`src/rtl/operand_rr_arbiter.sv`:
```
// Six-way round-robin arbiter feeding a registered 16-bit operand channel.
// Optional per-owner burst mode is enabled by defining ARB_BURST_EN.
module operand_rr_arbiter #(
  parameter int W     = 16,
  parameter int BURST = 4
) (
  input  logic           clk,
  input  logic           rst_n,
  input  logic [5:0]     req,
  input  logic [6*W-1:0] din,
  output logic [5:0]     gnt,
  output logic [2:0]     sel,
  output logic           out_valid,
  output logic [W-1:0]   out_data,
  output logic [2:0]     out_sel,
  input  logic           out_ready
);

  typedef enum logic {IDLE, OWN} state_t;

  state_t     fsm;
  logic [2:0] owner;
  logic [2:0] ptr;
`ifdef ARB_BURST_EN
  logic [3:0] cnt;
`endif

  logic         can_load;
  logic         rel;
  logic [2:0]   rel_start;
  logic [3:0]   pick_idle;
  logic [3:0]   pick_rel;
  logic         win_vld;
  logic [2:0]   win_idx;
  logic         go_idle;
  logic         fire;
  logic [W-1:0] win_data;

  if (BURST < 1 || BURST > 15) begin : g_bad_burst
    $error("operand_rr_arbiter: BURST must be in 1..15");
  end

  // {found, index}: first requester at or after start, modulo 6
  function automatic logic [3:0] pick(input logic [5:0] r, input logic [2:0] start);
    logic [3:0] res;
    logic [3:0] s;
    res = '0;
    for (int unsigned k = 0; k < 6; k++) begin
      s = {1'b0, start} + 4'(k);
      if (s >= 4'd6) s = s - 4'd6;
      if (!res[3] && r[s[2:0]]) res = {1'b1, s[2:0]};
    end
    return res;
  endfunction

  assign can_load  = !out_valid || out_ready;
  assign rel_start = (owner == 3'd5) ? 3'd0 : owner + 3'd1;
  assign pick_idle = pick(req, ptr);
  assign pick_rel  = pick(req, rel_start);

`ifdef ARB_BURST_EN
  assign rel = !req[owner] || (cnt == 4'(BURST));
`else
  assign rel = 1'b1;
`endif

  always_comb begin
    win_vld = 1'b0;
    win_idx = owner;
    go_idle = 1'b0;
    unique case (fsm)
      IDLE: begin
        if (can_load && pick_idle[3]) begin
          win_vld = 1'b1;
          win_idx = pick_idle[2:0];
        end
      end
      OWN: begin
        if (!rel) begin
          win_vld = can_load;
        end else if (!pick_rel[3]) begin
          go_idle = 1'b1;
        end else if (can_load) begin
          win_vld = 1'b1;
          win_idx = pick_rel[2:0];
        end
      end
      default: ;
    endcase
  end

  // Data mux keyed on the winner index so din never reaches gnt/sel
  always_comb begin
    win_data = din[W-1:0];
    for (int unsigned i = 0; i < 6; i++) begin
      if (win_idx == 3'(i)) win_data = din[i*W +: W];
    end
  end

  assign fire = win_vld && rst_n;
  assign gnt  = fire ? (6'(1) << win_idx) : '0;
  assign sel  = fire ? win_idx : owner;

  always_ff @(posedge clk or negedge rst_n) begin
    if (!rst_n) begin
      fsm       <= IDLE;
      owner     <= '0;
      ptr       <= '0;
`ifdef ARB_BURST_EN
      cnt       <= '0;
`endif
      out_valid <= 1'b0;
      out_data  <= '0;
      out_sel   <= '0;
    end else begin
      if (win_vld) begin
        fsm       <= OWN;
        owner     <= win_idx;
        out_valid <= 1'b1;
        out_data  <= win_data;
        out_sel   <= win_idx;
        if (fsm == OWN && rel) ptr <= rel_start;
`ifdef ARB_BURST_EN
        cnt <= (fsm == OWN && !rel) ? cnt + 4'd1 : 4'd1;
`endif
      end else begin
        if (out_ready) out_valid <= 1'b0;
        if (go_idle) begin
          fsm <= IDLE;
          ptr <= rel_start;
        end
      end
    end
  end

endmodule

```
`config.mk`:
```
export PLATFORM = sky130hd
export DESIGN_NAME = operand_rr_arbiter
export DESIGN_NICKNAME = d
export VERILOG_FILES = /design/src/rtl/operand_rr_arbiter.sv
export SDC_FILE = /design/constraint.sdc
export NUM_CORES = 1
export LEC_CHECK = 0
export ABC_AREA = 1
export CAP_MARGIN = 0
export CORE_AREA = 4 4 98 100
export CTS_BUF_LIST = sky130_fd_sc_hd__clkbuf_4 sky130_fd_sc_hd__clkbuf_8
export DETAILED_ROUTE_END_ITERATION = 8
export DIE_AREA = 0 0 102 104
export GPL_ROUTABILITY_DRIVEN = 0
export PLACE_DENSITY = 0.88
export SLEW_MARGIN = 20
export SYNTH_ARGS = -nofsm -noshare
export SYNTH_HDL_FRONTEND = slang
export SYNTH_SLANG_ARGS = --single-unit
```
`constraint.sdc`:
```
create_clock -name clk -period 8.9 [get_ports clk]
set_input_delay 1.335 -clock clk [delete_from_list [all_inputs] [get_ports clk]]
set_output_delay 1.335 -clock clk [all_outputs]
set_load 0.005 [all_outputs]
```
==> results by group <==
GRT
  – Antenna violations before repair: 0
  – Total grt overflow: 0
  – Vias in the first global route: 4,228
  – First-pass GRT wire length: 19,500 um
  – Largest net degree at the start of global routing: 33
  – Overall Global Routing Usage: 0.223

Min path
  – Hold WC Path Type: reg2reg
  – Hold path startpoint: out_data[0]
  – Hold Path Sink: out_data[0]
  – Hold path cells: 2

Route
  – Routed length per placed instance: 13.4 um
  – Post-route DRC: 0
  – Final WL: 12,100 um
  – TritonRoute pass-1 iters: 5
  – DR vias: 4,554
  – DRT iter0 DRCs: 259
  – Antenna viol nets, final: 0
  – Vias/cell: 5.05

Finish
  – Area Overhead vs Synth: 36.0%
  – Inserted Diodes: 0
  – Final nets: 913
  – Share of cells above drive strength 1: 0.0730

Logic synthesis
  – Register area share after synthesis: 0.157
  – Post-synthesis cell count: 681
  – Number of synthesized flops with an enable pin: 0
  – Yosys top cell area share: 0.233
  – Top cell type by total area after synthesis: nand2_1
  – Post-Syn Nets: 799
  – Flip-flop and latch count after synthesis: 24
  – Cell area after synthesis: 3830 um^2
  – Ys flop type: dfrtp_1
  – Post-synthesis area per instance: 5.62 um^2
  – Dominant cells by area after synthesis: nand2_1 (23%), dfrtp_1 (16%), nand3_1 (11%), inv_1 (8.0%), a21oi_1 (5.1%)
  – Synth async-reset ratio: 1.00
  – YS warnings: 0
  – Post-synthesis cell type count: 43

Outcome
  – Status: finished clean

Worst setup path
  – Crit path buf inv count: 6
  – Crit path DAT: 5.33 ns
  – Top Family by Delay on Critical Path: simple AND/OR/NAND/NOR gates
  – R2r worst-path depth: 31
  – Critical Path Start: owner[0]
  – Worst R2R Start: owner[0]
  – WP depth: 25
  – Worst r2r dst: out_data[14]
  – CP Class: reg2out
  – Crit-path max cell delay: 0.77 ns
  – R2R Setup Slk: 3.71 ns
  – CP max stage cell: dfrtp_1
  – Endpoint class of the critical path: primary output
  – Max Fanout on Critical Path: 31
  – CP Data Required Time: 7.57 ns
  – Worst setup SP type: flop
  – Most used cell along the critical path: nand2_1

Floorplan
  – Core Area: 8680 um^2
  – Die Y-Extent: 104 um
  – Chip Width: 102 um
  – Die area: 10,600 um^2
  – # rows: 34
  – Number of I/O pins: 134
  – Starting density of the core: 0.441

Placed design
  – Dpl hpwl: 9920 um
  – PortBufs: 133

Clock network
  – Reg clk slew, reported paths: 0.08 ns
  – Hold Buf Count CTS: 0
  – Post-CTS resize count: 0
  – Post-CTS Setup Repair Bufs: 0
  – TritonCTS clock tree: yes
  – Htree depth: 1
  – CTS root buf: clkbuf_8
  – Clock buffer depth: 2
  – Clk_lat worst skew: 0.26 ns
  – Num CTS Buffers: 3
  – Sink Count: 24

STA
  – Worst slew margin: 0.375
  – Worst-Margin Slew: 0.936 ns
  – Fin crit period: 6.67 ns
  – Final Max Slew Viols: 0
  – RSZ-0062 raised after global routing: false
  – Post-route clock period utilization: 0.749
  – Setup TNS: 0 ns
  – Final Setup Violations: 0
  – Fmax: 150 MHz
  – Final hold violations: 0
  – Worst Skew: 0.00548 ns

Run
  – Max Cap Viol: 0
-- sequential cells by signal (all words and copies together) (netlist names) --
name / count
ptr: 3
owner: 3
out_data: 16
out_valid: 1
fsm: 1
-- cells in the final DEF, fill, tap and decap left out, types with 2 or more instances in the layout --
cell type,count
nand2_1,237
clkdlybuf4s50_1,133
nand3_1,83
inv_1,82
nor2_1,42
a21oi_1,39
o21ai_0,31
dfrtp_1,24
inv_2,17
nand3b_1,15
ha_1,13
nand2_2,9
o21ai_1,9
o21ai_2,6
nor2_4,5
nand3_2,5
nor3_1,5
o21a_1,4
o21bai_1,4
nand2_4,3
xor2_1,3
clkbuf_8,3
clkinv_1,2
or2_0,2
-- through the flow --
step | util | setup WS (ns) | std cells | cell area [um^2] | hold slack, ns
after global routing | 0.599 | 1.67 | 902 | 5200 | 0.515
after global placement | 0.590 | 2.57 | 897 | 5120 | 0.465
final | 0.599 | 2.23 | 902 | 5200 | 0.482
after CTS | 0.598 | 2.25 | 901 | 5190 | 0.487
after detailed placement | 0.590 | 2.52 | 897 | 5120 | 0.469
after floorplan | - | 4.34 | 681 | 3830 | 0.472
-- kinds of logic after synthesis --
logic type / after synthesis / synth area share
XOR/XNOR: 4 / 0.00916
adder cells (fa/ha/maj): 13 / 0.0425
flip-flops: 24 / 0.157
AND/OR/NAND/NOR: 412 / 0.493
buffers and inverters: 128 / 0.149
AO/OA/AOI/OAI: 99 / 0.147
multiplexers: 1 / 0.00262
-- cell type report --
class	instances	area (um^2)
well taps	108	135
inverters	102	385
multi-input cells	529	2660
clock buffers	3	41.3
flip-flops and latches	24	601
repair buffers	135	1350
fillers	826	3480
clock inverters	1	30.0
-- worst max path at each step --
stage | end | slack (ns)
4_1_cts | gnt[5] | 2.25
6_report | sel[2] | 2.23
2_1_floorplan | gnt[1] | 4.34
3_3_place_gp | gnt[5] | 2.57
5_1_grt | sel[2] | 1.67
3_5_place_dp | gnt[5] | 2.52
-- Yosys cell counts, types with 6 or more instances --
cell / number
o21ai_1: 9
nand3b_1: 15
inv_1: 82
nand3_1: 83
o21ai_2: 6
nand2_2: 9
ha_1: 13
buf_2: 13
nor2_1: 42
a21oi_1: 39
o21ai_0: 31
inv_2: 17
nand2_1: 237
dfrtp_1: 24
-- routing by layer --
layer	global-route usage	share of wire
met1	0.268	0.41
met3	0.0456	0.081
met5	0	0
met2	0.399	0.49
met4	0.0525	0.022
-- tightest hold or removal path, stage by stage, from the launching register on --
cell     delay, ns
dfrtp_1       0.35
nand2_1       0.05
nand2_1       0.05
Power is left out: the tool's default activity adds up to more than one toggle a clock period on the data nets, which glitch-free logic cannot reach.
